===== src/rtl/ahbl_sram_adapter.sv =====
`default_nettype none
// +----------------------------------------------------------------------------+
// | ahbl_sram_adapter : AHB-Lite slave for a byte-enabled sync SRAM, zero-wait  |
// | reads, one-entry write buffer with read forwarding.   Revision 1.0          |
// +----------------------------------------------------------------------------+
module ahbl_sram_adapter #(
  parameter int W_DATA      = 32,
  parameter int W_ADDR      = 32,
  parameter int DEPTH       = 2048,
  parameter int W_SRAM_ADDR = $clog2(DEPTH)
) (
  input  logic                   clk,
  input  logic                   rst_n,
  input  logic                   ahbls_hready,
  output logic                   ahbls_hready_resp,
  output logic                   ahbls_hresp,
  input  logic [W_ADDR-1:0]      ahbls_haddr,
  input  logic                   ahbls_hwrite,
  input  logic [1:0]             ahbls_htrans,
  input  logic [2:0]             ahbls_hsize,
  input  logic [2:0]             ahbls_hburst,
  input  logic [3:0]             ahbls_hprot,
  input  logic                   ahbls_hmastlock,
  input  logic [W_DATA-1:0]      ahbls_hwdata,
  output logic [W_DATA-1:0]      ahbls_hrdata,
  output logic [W_SRAM_ADDR-1:0] sram_addr,
  output logic [W_DATA/8-1:0]    sram_wen,
  output logic [W_DATA-1:0]      sram_wdata,
  input  logic [W_DATA-1:0]      sram_rdata
);

  localparam int W_BYTES = W_DATA / 8;

  logic                   dph_read;
  logic                   dph_write;
  logic [W_SRAM_ADDR-1:0] dph_addr;
  logic [W_BYTES-1:0]     dph_mask;

  logic                   wbuf_valid;
  logic [W_SRAM_ADDR-1:0] wbuf_addr;
  logic [W_BYTES-1:0]     wbuf_mask;
  logic [W_DATA-1:0]      wbuf_data;

  logic [W_SRAM_ADDR-1:0] last_addr;
  logic [W_SRAM_ADDR-1:0] sel_addr;
  logic [W_BYTES-1:0]     sel_wen;

  logic                   aph_valid;
  logic                   aph_read;
  logic                   rd_present;
  logic                   stall;
  logic                   wbuf_load;
  logic                   wbuf_drain;
  logic [W_SRAM_ADDR-1:0] word_idx;
  logic [W_BYTES-1:0]     aph_mask;

  logic unused_inputs;
  assign unused_inputs = ^{ahbls_hburst, ahbls_hprot, ahbls_hmastlock, ahbls_htrans[0],
                           ahbls_haddr[W_ADDR-1:W_SRAM_ADDR+2], dph_read};

  function automatic logic [3:0] size_mask(input logic [2:0] size, input logic [1:0] lsb);
    case (size)
      3'd0:    size_mask = 4'b0001 << lsb;
      3'd1:    size_mask = lsb[1] ? 4'b1100 : 4'b0011;
      default: size_mask = 4'b1111;
    endcase
  endfunction

  // Gating with rst_n keeps sram_addr at its reset value while reset is held.
  assign aph_valid  = rst_n & ahbls_hready & ahbls_htrans[1];
  assign aph_read   = aph_valid & ~ahbls_hwrite;
  assign rd_present = ahbls_htrans[1] & ~ahbls_hwrite;
  assign word_idx   = ahbls_haddr[W_SRAM_ADDR+1:2];
  assign aph_mask   = size_mask(ahbls_hsize, ahbls_haddr[1:0]);

  // Stall does not look at hready: hready_resp feeds straight back as hready.
  assign stall      = dph_write & wbuf_valid & rd_present;
  assign wbuf_load  = dph_write & ~stall;
  assign wbuf_drain = stall | (wbuf_valid & ~aph_read);

  always_comb begin
    sel_addr = last_addr;
    sel_wen  = '0;
    if (stall) begin
      sel_addr = wbuf_addr;
      sel_wen  = wbuf_mask;
    end else if (aph_read) begin
      sel_addr = word_idx;
    end else if (wbuf_valid) begin
      sel_addr = wbuf_addr;
      sel_wen  = wbuf_mask;
    end
  end

  assign sram_addr         = sel_addr;
  assign sram_wen          = sel_wen;
  assign sram_wdata        = wbuf_data;
  assign ahbls_hready_resp = ~stall;
  assign ahbls_hresp       = 1'b0;

  always_ff @(posedge clk or negedge rst_n) begin
    if (!rst_n) begin
      dph_read   <= 1'b0;
      dph_write  <= 1'b0;
      dph_addr   <= '0;
      dph_mask   <= '0;
      wbuf_valid <= 1'b0;
      wbuf_addr  <= '0;
      wbuf_mask  <= '0;
      wbuf_data  <= '0;
      last_addr  <= '0;
    end else begin
      if (ahbls_hready) begin
        dph_read  <= aph_read;
        dph_write <= aph_valid & ahbls_hwrite;
        dph_addr  <= word_idx;
        dph_mask  <= aph_mask;
      end
      if (wbuf_load) begin
        wbuf_valid <= 1'b1;
        wbuf_addr  <= dph_addr;
        wbuf_mask  <= dph_mask;
        wbuf_data  <= ahbls_hwdata;
      end else if (wbuf_drain) begin
        wbuf_valid <= 1'b0;
      end
      last_addr <= sel_addr;
    end
  end

  // Bytes still sitting in the write buffer are newer than the SRAM copy.
  always_comb begin
    ahbls_hrdata = sram_rdata;
    for (int i = 0; i < W_BYTES; i++) begin
      if (wbuf_valid && wbuf_mask[i] && (wbuf_addr == dph_addr))
        ahbls_hrdata[8*i +: 8] = wbuf_data[8*i +: 8];
    end
  end

endmodule
`default_nettype wire

===== config.mk =====
export PLATFORM = sky130hd
export DESIGN_NAME = ahbl_sram_adapter
export DESIGN_NICKNAME = d
export VERILOG_FILES = /design/src/rtl/ahbl_sram_adapter.sv
export SDC_FILE = /design/constraint.sdc
export NUM_CORES = 1
export LEC_CHECK = 0
export BUFFER_PORTS_ARGS = -buffer_cell sky130_fd_sc_hd__buf_2
export CORE_ASPECT_RATIO = 1.75
export CORE_MARGIN = 4
export CORE_UTILIZATION = 26
export CTS_CLUSTER_SIZE = 20
export DETAILED_ROUTE_END_ITERATION = 12
export SLEW_MARGIN = 20
export SYNTH_ARGS = -nofsm -noshare
export SYNTH_HDL_FRONTEND = slang
export SYNTH_SLANG_ARGS = --single-unit

===== constraint.sdc =====
create_clock -name clk -period 2.5 [get_ports clk]
set_input_delay 0.375 -clock clk [delete_from_list [all_inputs] [get_ports clk]]
set_output_delay 0.375 -clock clk [all_outputs]
set_load 0.02 [all_outputs]

======== Word-level counts from Yosys, hierarchy flattened ========
Index checks and enable logic that the tools add are counted.
operators by class
  eq/ne operators ......................... 2
  shifts and indexed selects .............. 1
  muxes and demuxes ....................... 14
  bitwise operators ....................... 13
  reduce and logical (&&, ||, !) cells .... 10
operators by type and width
  operator                                             number
  two-way mux 11 bit                                   3
  two-way mux 8 bit                                    4
  two-way mux 4 bit                                    4
  equality test 11 bit                                 1
  AND 1 bit                                            9
  logical AND 1 bit                                    8
  case mux 4 bit (2 select lines)                      1
  << shifter 1 x 2 -> 4 bit, first input constant      1
  equality test 3 x 1 -> 1 bit, second input constant  1
  logical NOT 3 bit                                    1
  inverter 1 bit                                       3
  two-way mux 1 bit                                    2
  nonzero test 2 bit                                   1
  OR 1 bit                                             1
word-level totals
  flip-flop bits (word level) ............. 75
  bits of input ports ..................... 113
  output and inout bits ................... 81
  word-level logic and storage cells ...... 48

======== Logic depth before layout (Yosys ltp) ========
  word-level depth ........................ 8
  depth in mapped cells ................... 5

======== Worst setup path before layout ========
OpenSTA, ideal clock, no wires.
  path kind ............................... reg-to-output
  from .................................... register dph_addr[8]
  to ...................................... output ahbls_hrdata[0]
  arrival ................................. 1.740 ns
  required time ........................... 2.125 ns
  path slack .............................. 0.385 ns
  cell stages (with the launch flop) ...... 5
  path buffers ............................ 0
  cells stage by stage .................... dfrtp_1 xor2_1 nor4_2 nand4_2 mux2_2
on the way
  cells in the longest elaborated chain, start to end .. 3
RTL lines
  item                    line  source
  start, declared         36    logic [W_SRAM_ADDR-1:0] dph_addr;
  start signal, assigned  116   dph_addr <= word_idx;
  equality test 11 bit    135   if (wbuf_valid && wbuf_mask[i] && (wbuf_addr == dph_addr))
  logical AND 1 bit       135
  two-way mux 8 bit       135
  end, declared           25    output logic [W_DATA-1:0] ahbls_hrdata,
No other way between the ends.

======== Final worst setup path ========
  from .................................... register dph_addr[10]
  to ...................................... output ahbls_hrdata[22]
The elaborated chain is that of the path after synthesis.

==> impl_metrics.tcl <==
set metrics [dict create \
    synth_nets 373 \
    routed_wl_um 9915 \
    peakVddDrop_mv 0.3002 \
    die_w_um 95.94 \
    ys_types 24 \
    layout-drive-gt1-share 0.6637 \
    start_util 0.2643 \
    cts_buffers 9 \
    viasPerCell 4.446 \
    crit_arrival_ns 2.16 \
    io_buffer_count 164 \
    slew_headroom 0.4567 \
    cp_slowest_stage_delay_ns 0.39 \
    dieHeight_um 161.9 \
    cts_tree "yes" \
    syn_inst 260 \
    yosysWarnings 0 \
    finalCritPeriodShare 1.015 \
    critPathMaxFanout 8 \
    antenna_found_initial 0 \
    die-area_mm2 0.01553 \
    grt_pass1_wl_um 15550 \
    drc 0 \
    rsz0062_at_grt "yes" \
    finalHoldViolCount 0 \
    antenna_cells 0 \
    wire_per_inst_um 16.07 \
    worst-setup-path-type "flop to output pin" \
    crit_family "simple AND/OR/NAND/NOR gates" \
    leakage_nw 2.364 \
    cp-end-kind "output pin" \
    grt_use_total 0.1329 \
    fmax_mhz 394.1 \
    violations "setup timing" \
    cap_violations 0 \
    holdCritPathClass "input port to asynchronous set/reset pin" \
    cp.required_ns 2.12 \
    synth_area_leaders "dfrtp_1 53%, mux2_2 29%, a2bb2oi_1 2.7%" \
    ys_seq_area_frac 0.5334 \
    drtPass1Iterations 4 \
    cts_root_buffer "clkbuf_16" \
    place_congestion 0.7849 \
    cts_num_sinks 75 \
    vias 2743 \
    status "finished with violations" \
    io_pins 194 \
    synth_top_area_share 0.5334 \
    crit_buf_inv 2 \
    fin_ws_ns -0.03755 \
    overflow 0 \
    synth_area_mm2 0.003518 \
    hold_buffers 0 \
    final.setup.tns_ns -0.5435 \
    grt_start_max_net_pins 63 \
    synth-edff-count 0 \
    cts_htree_levels 3 \
    clk_pin_slew_ns 0.06 \
    setup_viol 24 \
    drv_slew 0 \
    cp_slowest_cell "dfrtp_1" \
    clockBufferDepth 2 \
    ant_nets 0 \
    drtIter0Drc 60 \
    startpoint_type "flop" \
    area_delta_synth_final_pct 40.47 \
    layout.nets 551 \
    syn_area_per_cell_um2 13.53 \
    rows 56 \
    worst_pin_slew_ns 0.8150 \
    fin_crit_ns 2.538 \
    synth_top_area_cell "dfrtp_1" \
    grt_pass1_vias 2996 \
    skew_ns 0.006067 \
    ys_seq_elements 75 \
    hpwlAfterDp_um 7439 \
    path_cells "xor2_1 > nor4_2 > buf_4 > nand4_4 > mux2_4 > buf_6" \
    synth_ff_type "dfrtp_1" \
    dpl_cell_area_mm2 0.004588 \
    ys_async_sr_fraction 1.000 \
    power_density_mw_per_mm2 828.1 \
    fin_area_mm2 0.004942 \
    core_mm2 0.01331 \
    clk_latency_ns 0.33 \
]
-- what timing repair did --
action / in CTS / in global routing
gates resized for setup: 4 / 3
setup endpoints to repair: 32 / 34
setup buffers: 0 / 5
cloned: 0 / 0
pin swaps: 4 / 4
-- synth_stat cells, types with 2 or more instances --
library cell and instances:
a2bb2oi_1 11, a31oi_1 4, and3_1 4, buf_2 3
clkbuf_1 8, dfrtp_1 75, mux2_2 90, nand2_1 5
nand2b_1 2, nand4_2 4, nand4b_1 2, nor2_1 5
nor4_2 3, o21ai_0 14, or3_1 11, xor2_1 11
-- where the power goes --
part / switching [mW] / internal [mW] / leakage (nW)
combinational: 0.658 / 0.545 / 1.37
clock: 0.516 / 0.672 / 0.128
sequential: 0.197 / 1.51 / 0.861
-- worst paths after layout --
kind	startpoint	to	slack (ns)	depth (start not counted)
max	dph_addr[10]	ahbls_hrdata[22]	-0.04	6
min	rst_n	dph_write	0.03	2
max reg2reg	wbuf_valid	sram_wdata[7]	0.57	6
min reg2reg	dph_mask[1]	wbuf_mask[1]	0.51	1
max in group asynchronous	rst_n	wbuf_mask[1]	1.69	2
min in group clk	ahbls_hwdata[29]	sram_wdata[29]	0.27	2
-- final cells by class --
cell class                      instances  area, µm²
Clock buffer                           10      229.0
Sequential cell                        75       1877
Fill cell                            1335       8371
Inverter                                2      7.507
Timing Repair Buffer                  180      949.7
Multi-Input combinational cell        170       1619
Clock inverter                          6      42.54
Tap cell                              174      217.7
-- registers in the layout, indices dropped and copies added (netlist names) --
register	flops
wbuf_mask	4
wbuf_valid	1
wbuf_addr	11
sram_wdata	32
dph_write	1
dph_mask	4
last_addr	11
dph_addr	11
-- logic make-up after synthesis --
family                 count (synthesis)  share of synthesized area
other                                  1                   0.001066
XOR/XNOR                              11                    0.02738
multiplexers                          90                     0.2881
flip-flops                            75                     0.5334
buffers and inverters                 15                    0.01813
AND/OR/NAND/NOR                       38                    0.07540
AO/OA/AOI/OAI                         30                    0.05654
-- layout by cell type, fill, tap and decap left out, types with 2 or more instances in the layout --
master / n
buf_2: 162
mux2_2: 89
dfrtp_1: 75
buf_4: 17
o21ai_0: 14
xor2_1: 11
or3_1: 11
a2bb2oi_1: 11
clkbuf_16: 9
nor2_1: 5
nand2_1: 4
and3_1: 4
nand4_4: 4
a31oi_1: 4
nor4_2: 3
nand4b_1: 2
nand2b_1: 2
clkinv_2: 2
clkinvlp_4: 2
clkinv_4: 2
-- worst reg2reg max path, stage by stage, from the launching register on --
cell and delay, ns:
dfrtp_1 0.36, buf_4 0.23, nand4b_1 0.20, buf_4 0.19
nand2_2 0.06, buf_4 0.37, mux2_2 0.41
-- per-stage QoR --
stage | util | hold slack, ns | setup slack, ns | std cells | total power, mW
floorplan | - | 0.07941 | 0.3851 | 260 | 2.450
global placement | 0.3446 | 0.3685 | 0.1523 | 596 | 2.882
detailed placement | 0.3446 | 0.3748 | 0.1613 | 596 | 2.918
CTS | 0.3677 | 0.01555 | -0.07878 | 612 | 4.158
global route | 0.3712 | 0.02001 | -0.1493 | 617 | 4.352
finish | 0.3712 | 0.02734 | -0.03755 | 617 | 4.093
-- layer usage --
layer,global-route usage,up-vias,part of all wire
li1,-,1308,-
met1,0.1445,1345,0.37
met2,0.2398,81,0.56
met3,0.03846,9,0.054
met4,0.04534,0,0.014
met5,0,-,0
No activity file was read; power rests on OpenSTA's default activity.
